==> src/rtl/mem_access_if.sv <==
// Pipeline-side and memory-side signals of the load/store access unit.
// master = pipeline + memory model side, slave = mem_access.
interface mem_access_if;
    logic        req;
    logic [2:0]  op;
    logic [31:0] addr;
    logic [31:0] wdata;
    logic        busy;
    logic        done;
    logic [31:0] rdata;
    logic        misalign;
    logic [31:0] mem_pos;
    logic [31:0] mem_wdata;
    logic        mem_we;
    logic [31:0] mem_rdata;

    modport master (
        output req, op, addr, wdata, mem_rdata,
        input  busy, done, rdata, misalign, mem_pos, mem_wdata, mem_we
    );

    modport slave (
        input  req, op, addr, wdata, mem_rdata,
        output busy, done, rdata, misalign, mem_pos, mem_wdata, mem_we
    );
endinterface

==> src/rtl/mem_access.sv <==
// MIPS load/store unit over a word-wide memory; sub-word stores read-modify-write (MEM_ACCESS_MISALIGN_TRAP_EN traps misaligned ops).
// Latency: loads/sw done in cycle 1, sh/sb done in cycle 2 after req is seen in IDLE.
// Backpressure: busy stalls the pipeline while an op is in flight; drops in the RESP cycle.
module mem_access (
    input  logic         clk,
    input  logic         rst_n,
    mem_access_if.slave  bus
);

    typedef enum logic [1:0] {
        IDLE  = 2'd0,
        MERGE = 2'd1,
        RESP  = 2'd2
    } state_t;

    state_t      state_q;
    logic        done_q;
    logic        misalign_q;
    logic [31:0] rdata_q;
    logic [31:0] word_q;
    logic [31:0] pos_q;
    logic [1:0]  lane_q;
    logic [15:0] sdat_q;
    logic        half_q;

    logic        is_load;
    logic        is_sw;
    logic        is_word;
    logic        is_half;
    logic        mis_d;
    logic        wr_now;
    logic [1:0]  lane_d;
    logic [31:0] lane_word;
    logic [31:0] rdata_d;
    logic [31:0] merge_mask;
    logic [31:0] merge_dat;
    logic [31:0] merged;

    assign is_load = (bus.op <= 3'd4);
    assign is_sw   = (bus.op == 3'd5);
    assign is_word = (bus.op == 3'd0) || (bus.op == 3'd5);
    assign is_half = (bus.op == 3'd1) || (bus.op == 3'd2) || (bus.op == 3'd6);

`ifdef MEM_ACCESS_MISALIGN_TRAP_EN
    assign lane_d = bus.addr[1:0];
    assign mis_d  = (is_word && (bus.addr[1:0] != 2'b00)) || (is_half && bus.addr[0]);
`else
    // Misaligned addresses are silently rounded down to the access size.
    assign lane_d = is_word ? 2'b00 : (is_half ? {bus.addr[1], 1'b0} : bus.addr[1:0]);
    assign mis_d  = 1'b0;
`endif

    assign lane_word = bus.mem_rdata >> {lane_d, 3'b000};

    always_comb begin
        rdata_d = 32'h0;
        case (bus.op)
            3'd0:    rdata_d = bus.mem_rdata;
            3'd1:    rdata_d = {{16{lane_word[15]}}, lane_word[15:0]};
            3'd2:    rdata_d = {16'h0, lane_word[15:0]};
            3'd3:    rdata_d = {{24{lane_word[7]}}, lane_word[7:0]};
            3'd4:    rdata_d = {24'h0, lane_word[7:0]};
            default: rdata_d = 32'h0;
        endcase
    end

    // Replace the latched lane of the word read in IDLE with the store data.
    always_comb begin
        merge_mask = half_q ? (32'h0000_FFFF << {lane_q, 3'b000})
                            : (32'h0000_00FF << {lane_q, 3'b000});
        merge_dat  = {16'h0, sdat_q} << {lane_q, 3'b000};
        merged     = (word_q & ~merge_mask) | (merge_dat & merge_mask);
    end

    assign wr_now = (state_q == IDLE) && bus.req && is_sw && !mis_d;

    assign bus.busy      = ((state_q == IDLE) && bus.req) || (state_q == MERGE);
    assign bus.done      = done_q;
    assign bus.rdata     = rdata_q;
    assign bus.misalign  = misalign_q;
    assign bus.mem_pos   = (state_q == MERGE) ? pos_q : {bus.addr[31:2], 2'b00};
    // Gated by rst_n so a store held on req during reset never reaches memory.
    assign bus.mem_we    = rst_n && (wr_now || (state_q == MERGE));
    assign bus.mem_wdata = !rst_n              ? 32'h0 :
                           (state_q == MERGE)  ? merged :
                           wr_now              ? bus.wdata : 32'h0;

    always_ff @(posedge clk or negedge rst_n) begin
        if (!rst_n) begin
            state_q    <= IDLE;
            done_q     <= 1'b0;
            misalign_q <= 1'b0;
            rdata_q    <= 32'h0;
            word_q     <= 32'h0;
            pos_q      <= 32'h0;
            lane_q     <= 2'b00;
            sdat_q     <= 16'h0;
            half_q     <= 1'b0;
        end else begin
            case (state_q)
                IDLE: begin
                    if (bus.req) begin
                        if (mis_d) begin
                            misalign_q <= 1'b1;
                            rdata_q    <= 32'h0;
                            done_q     <= 1'b1;
                            state_q    <= RESP;
                        end else if (is_load) begin
                            rdata_q <= rdata_d;
                            done_q  <= 1'b1;
                            state_q <= RESP;
                        end else if (is_sw) begin
                            rdata_q <= 32'h0;
                            done_q  <= 1'b1;
                            state_q <= RESP;
                        end else begin
                            word_q  <= bus.mem_rdata;
                            pos_q   <= {bus.addr[31:2], 2'b00};
                            lane_q  <= lane_d;
                            sdat_q  <= bus.wdata[15:0];
                            half_q  <= is_half;
                            state_q <= MERGE;
                        end
                    end
                end
                MERGE: begin
                    rdata_q <= 32'h0;
                    done_q  <= 1'b1;
                    state_q <= RESP;
                end
                RESP: begin
                    done_q     <= 1'b0;
                    misalign_q <= 1'b0;
                    rdata_q    <= 32'h0;
                    state_q    <= IDLE;
                end
                default: begin
                    done_q     <= 1'b0;
                    misalign_q <= 1'b0;
                    rdata_q    <= 32'h0;
                    state_q    <= IDLE;
                end
            endcase
        end
    end

endmodule

==> src/flat_wrapper.sv <==
// flat-port wrapper written by rule: the top's interface ports become plain ports
module mem_access_flat 
  (clk, rst_n, bus_req, bus_op, bus_addr, bus_wdata, bus_mem_rdata, bus_busy, bus_done, bus_rdata, bus_misalign, bus_mem_pos, bus_mem_wdata, bus_mem_we);
  mem_access_if bus_i ();
  input  logic clk;
  input  logic rst_n;
  input wire logic [$bits(bus_i.req)-1:0] bus_req;
  input wire logic [$bits(bus_i.op)-1:0] bus_op;
  input wire logic [$bits(bus_i.addr)-1:0] bus_addr;
  input wire logic [$bits(bus_i.wdata)-1:0] bus_wdata;
  input wire logic [$bits(bus_i.mem_rdata)-1:0] bus_mem_rdata;
  output wire logic [$bits(bus_i.busy)-1:0] bus_busy;
  output wire logic [$bits(bus_i.done)-1:0] bus_done;
  output wire logic [$bits(bus_i.rdata)-1:0] bus_rdata;
  output wire logic [$bits(bus_i.misalign)-1:0] bus_misalign;
  output wire logic [$bits(bus_i.mem_pos)-1:0] bus_mem_pos;
  output wire logic [$bits(bus_i.mem_wdata)-1:0] bus_mem_wdata;
  output wire logic [$bits(bus_i.mem_we)-1:0] bus_mem_we;
  assign bus_i.req = bus_req;
  assign bus_i.op = bus_op;
  assign bus_i.addr = bus_addr;
  assign bus_i.wdata = bus_wdata;
  assign bus_i.mem_rdata = bus_mem_rdata;
  assign bus_busy = bus_i.busy;
  assign bus_done = bus_i.done;
  assign bus_rdata = bus_i.rdata;
  assign bus_misalign = bus_i.misalign;
  assign bus_mem_pos = bus_i.mem_pos;
  assign bus_mem_wdata = bus_i.mem_wdata;
  assign bus_mem_we = bus_i.mem_we;
  mem_access u_core (.clk(clk), .rst_n(rst_n), .bus(bus_i));
endmodule
==> config.mk <==
export PLATFORM = sky130hd
export DESIGN_NAME = mem_access_flat
export DESIGN_NICKNAME = d
export VERILOG_FILES = /design/src/rtl/mem_access_if.sv /design/src/rtl/mem_access.sv /design/src/flat_wrapper.sv
export SDC_FILE = /design/constraint.sdc
export NUM_CORES = 1
export LEC_CHECK = 0
export ABC_AREA = 1
export CAP_MARGIN = 15
export CORE_MARGIN = 1.5
export CORE_UTILIZATION = 38
export DETAILED_ROUTE_END_ITERATION = 12
export PLACE_DENSITY = 0.67
export RECOVER_POWER = 25
export SLEW_MARGIN = 20
export SYNTH_ARGS = -nofsm -noshare
export SYNTH_HDL_FRONTEND = slang
export SYNTH_SLANG_ARGS = --single-unit
==> constraint.sdc <==
create_clock -name clk -period 2.83 [get_ports clk]
set_input_delay 0.566 -clock clk [delete_from_list [all_inputs] [get_ports clk]]
set_output_delay 0.566 -clock clk [all_outputs]
set_load 0.01 [all_outputs]
Yosys cells after proc, flatten, opt, wreduce, memory -nomap -nowiden

Index checks and enable logic that the tools add are counted.

Register bits: 116
Input bits: 102
Output and inout port bits: 100
Logic and storage cells: 60

Order comparisons: 1
Equality and inequality tests: 9
Shifts and indexed selects: 4
Multiplexer cells: 20
Bitwise logic cells: 6
Reductions and logical operators: 12

Operators by type and width:

| operator                                           | count |
|---|---|
| 2-to-1 mux 32 bit                                  | 9 |
| one-hot mux 32 bit (5 select lines)                | 1 |
| bitwise AND 32 bit                                 | 2 |
| inverter 32 bit                                    | 1 |
| bitwise OR 32 bit                                  | 1 |
| << shifter 16 x 5 -> 32 bit                        | 1 |
| << shifter 16 x 5 -> 32 bit (first input constant) | 1 |
| << shifter 8 x 5 -> 32 bit (first input constant)  | 1 |
| right shift 32 x 5 -> 16 bit                       | 1 |
| == test 3 bit (second input constant)              | 3 |
| 2-to-1 mux 2 bit                                   | 4 |
| == test 3 x 2 -> 1 bit (second input constant)     | 2 |
| logical OR 1 bit                                   | 5 |
| 2-to-1 mux 1 bit                                   | 4 |
| one-hot mux 2 bit (2 select lines)                 | 1 |
| AND reduction 4 bit                                | 1 |
| == test 3 x 1 -> 1 bit (second input constant)     | 1 |
| <= comparator 3 bit (second input constant)        | 1 |
| logical AND 1 bit                                  | 3 |
| zero test 3 bit                                    | 1 |
| != test 3 x 1 -> 1 bit (second input constant)     | 1 |
| == test 2 x 1 -> 1 bit (second input constant)     | 1 |
| zero test 2 bit                                    | 1 |
| != test 2 bit (second input constant)              | 1 |
| 3 further kinds                                    | 4 |

Longest topological paths before layout

Word-level depth: 10
Depth in mapped cells: 12

Least setup slack after synthesis

OpenSTA, ideal clock, no wires.

Path type: in2out
From: in bus_op[1]
To: out bus_mem_wdata[14]
Arrival: 1573 ps
Data required time: 2264 ps
Path slack: 691 ps
Cell stages on the path: 6
Path through: inv_1 -> nand3_1 -> nor2_1 -> o21ai_2 -> clkbuf_1 -> a211oi_1

Longest elaborated chain between the ends: 5

Ends and longest elaborated chain:

| item              | RTL line           | source |
|---|---|---|
| start, declared   | flat_wrapper.sv:8  | `input wire logic [$bits(bus_i.op)-1:0] bus_op;` |
| == test 3 bit     | mem_access.sv:40   | `assign is_sw = (bus.op == 3'd5);` |
| logical AND 1 bit | mem_access.sv:75   | `assign wr_now = (state_q == IDLE) && bus.req && is_sw && !mis_d;` |
| 2-to-1 mux 32 bit | mem_access.sv:86   | `wr_now ? bus.wdata : 32'h0;` |
| 2-to-1 mux 32 bit | mem_access.sv:85   | `(state_q == MERGE) ? merged :` |
| 2-to-1 mux 32 bit | mem_access.sv:84   | `assign bus.mem_wdata = !rst_n ? 32'h0 :` |
| end, declared     | flat_wrapper.sv:17 | `output wire logic [$bits(bus_i.mem_wdata)-1:0] bus_mem_wdata;` |

Every way passes these cells.

Worst setup path after layout

From: in bus_op[1]
To: out bus_mem_wdata[25]

The elaborated chain is that of the path after synthesis.

==> results.yml <==
run_status:
  outcome: "completed"
power_and_ir_drop:
  intPower_uw: 4929
  vdd_drop_max_v: 0.0004971
  cellPowerDensity_nw_per_um2: 786.8
  pwr-share-clk: 0.312
  p_leak_uw: 0.004930
  pwr-share-seq: 0.361
  p_comb_frac: 0.327
  switching_share: 0.3433
  p_sw_uw: 2577
placed_design:
  dpl.hpwl_microns: 15280
  placedCellCount: 1311
  pre_cts_ws_ns: -0.4157
  dpl_cell_area_sq_um: 8870
  gp_congestion: 0.9031
  port-buffer-count: 198
timing:
  hold_viol_final: 0
  relSlewSlack: 0.08237
  period_minus_slack_ns: 2.806
  maxSlewViolCount: 0
  worst_slack_ns: 0.02354
  finalSetupViolCount: 0
  worst_clock_skew_ns: 0.008354
  min_period_over_period: 0.9917
  worst_pin_slew_ns: 1.376
  fmax_mhz: 356.3
  timing.setup.tns_ns: 0
worst_setup_path:
  path_cells: "clkdlybuf4s50_1, inv_2, nand3_4, nor2_4, o21ai_4, inv_2, buf_4, buf_12, o211a_1, clkdlybuf4s15_1"
  required_ns: 2.26
  reg2reg_to: "u_core.pos_q[17]"
  end_kind: "primary output"
  cp_slowest_cell: "clkdlybuf4s50_1"
  reg2reg_from: "u_core.state_q[1]"
  cp-startpoint: "bus_op[1]"
  ff2ff_path_depth: 7
  path_common_cell: "inv_2"
  endpoint: "bus_mem_wdata[25]"
  max_stage_delay_ns: 0.49
  start_kind: "primary input"
  path_max_fanout: 4
  worst-setup-path-type: "primary input to primary output"
  ff2ff_setup_slack_ns: 0.95
  worstPathArrival_ns: 2.24
logic_synthesis:
  synth_top_family_by_area: "simple AND/OR/NAND/NOR gates"
  muxShareOfSynthArea: 0
  seq_area_frac_synth: 0.4448
  synth_seq_cells: 116
  synth_cell_types: 28
  netlist_area_sq_um: 6526
  synth_fa_ha_area_frac: 0
  synth_edf_count: 0
  synth_simple_gate_area_share: 0.2822
  synthCells: 914
  synth_top_area_frac: 0.4448
  synth.most_common_cell: "nand2_1"
  yosys_warnings: 0
  synth_area_per_cell_sq_um: 7.140
  ys_async_sr_fraction: 1.000
  ys_top_cells_by_count: "340 x nand2_1, 133 x o21ai_0, 116 x dfrtp_1"
  synth_compound_area_frac: 0.1783
  synth_area_leader_cell: "dfrtp_1"
  ys.flop_type: "dfrtp_1"
  synth_area_leaders: "dfrtp_1 44%, nand2_1 20%, o21ai_0 10%"
  synth-xor-area-share: 0
cts:
  cts.reportedPaths.clkPinSlew_ns: 0.06
  cts_buffer_depth: 2
  cts.sinks: 116
  cts_buffers: 17
  clkLatencyLatePin_ns: 0.41
  cts.htree.levels: 4
  ctsRootBufferMaster: "clkbuf_16"
  cts_tree: "done"
route:
  drc: 0
  vias: 6697
  drt.antenna.violating_nets: 0
  drt-total-wl_microns: 20840
  drtPass1Iterations: 7
  avgViaCountPerCell: 4.975
  wl_per_cell_microns: 15.48
  first_iter_violations: 569
floorplan:
  die_y_microns: 134.1
  rows: 47
  io_pins: 202
  dieArea_sq_um: 17970
  die_x_microns: 134.1
  core_area_sq_um: 16700
  start_util: 0.3908
min_path:
  worstHoldPathType: "flop to flop"
global_route:
  overflow: 0
  antenna_found_initial: 0
  grt_pass1_wl_microns: 32870
  grt_max_degree: 76
  grt_pass1_vias: 6059
  track_usage: 0.2351
run:
  cap_violations: 0
cells_and_area:
  final_core_util: 0.5712
  final_cell_area_sq_um: 9540
  final_cell_count_no_fill: 1346
  antenna-diode-count: 0
  final.fill_count: 1605
  area_growth_pct: 46.18
  multiInputGateArea_sq_um: 3059
  drive_gt1_frac: 0.09059
  regArea_sq_um: 2904
  finalNetCount: 1216
flip-flops by register name (all words and copies together), names as in the netlist:
name              cells
u_core.lane_q         2
u_core.word_q        32
u_core.bus.done       1
u_core.pos_q         30
u_core.sdat_q        16
u_core.state_q        2
u_core.half_q         1
u_core.bus.rdata     32
cells in the final DEF, fill, tap and decap left out, types with 10 or more instances in the layout:
cell type and n:
clkdlybuf4s50_1 140, nand3_1 56, buf_4 31, dlygate4sd2_1 24, a21oi_1 35, dlygate4sd3_1 24, clkbuf_16 17, nor2_1 21
o211ai_1 10, nand2_1 340, dfrtp_1 115, o21ai_0 130, inv_1 78, a211oi_1 15
critical path: cells and delay by family:
family                 cells  cell delay [ns]
AND/OR/NAND/NOR            2             0.12
buffers and inverters      6             1.13
AO/OA/AOI/OAI              2             0.40
metal layers:
layer  vias up  track usage  part of all wire
li1       3344            -                 -
met3        23      0.06311             0.067
met2       226       0.3548              0.45
met5         -            0                 0
met1      3104       0.3345              0.46
met4         0      0.06272             0.016
cell families (layout without fill, tap and decap cells):
family          after synthesis  in the layout
compound gates              210            210
buf+inv                     145            355
flops                       116            116
other cells                   1              3
simple gates                442            442
power by group through the flow:
| stage | Sequential, uW | Combinational [uW] | Clock [uW] |
|---|---|---|---|
| finish | 2710 | 2460 | 2340 |
| detailed placement | 2710 | 2460 | 0 |
| CTS | 2700 | 2470 | 2380 |
| global placement | 2690 | 2420 | 0 |
| floorplan | 2620 | 1400 | 0 |
| global route | 2780 | 2770 | 2450 |
per-stage QoR:
stage | total power (uW) | hold slack, ns
after detailed placement | 5170 | 0.4547
final | 7507 | 0.4714
after global routing | 7991 | 0.4915
after floorplan | 4017 | 0.2704
after CTS | 7549 | 0.4001
after global placement | 5117 | 0.4505
what timing repair did:
| item | in CTS | in global routing |
|---|---|---|
| setup endpoints to repair | 52 | 40 |
| hold buffers | 0 | 0 |
| pin swaps | 2 | 1 |
| gates resized for setup | 48 | 13 |
| buffers inserted | 2 | 2 |
| endpoints found under the hold margin | 0 | 0 |
final cells by class:
type / count / share of cell area
multi-input cells: 655 / 0.3207
flip-flops and latches: 116 / 0.3044
repair buffers: 238 / 0.2449
clock buffers: 21 / 0.04826
inverters: 86 / 0.03423
well taps: 220 / 0.02885
clock inverters: 10 / 0.01875
how the worst min path moves through the flow:
stage                           start                  end  slack (ns)  cells after the start
global placement     u_core.word_q[4]     u_core.word_q[4]        0.45                      2
detailed placement   u_core.word_q[5]     u_core.word_q[5]        0.45                      2
finish              u_core.word_q[16]    u_core.word_q[16]        0.47                      2
CTS                             rst_n  u_core.bus.rdata[1]        0.40                      2
floorplan                       rst_n      u_core.bus.done        0.27                      0
global route        u_core.word_q[21]    u_core.word_q[21]        0.49                      2
No activity file was read; power rests on OpenSTA's default activity.
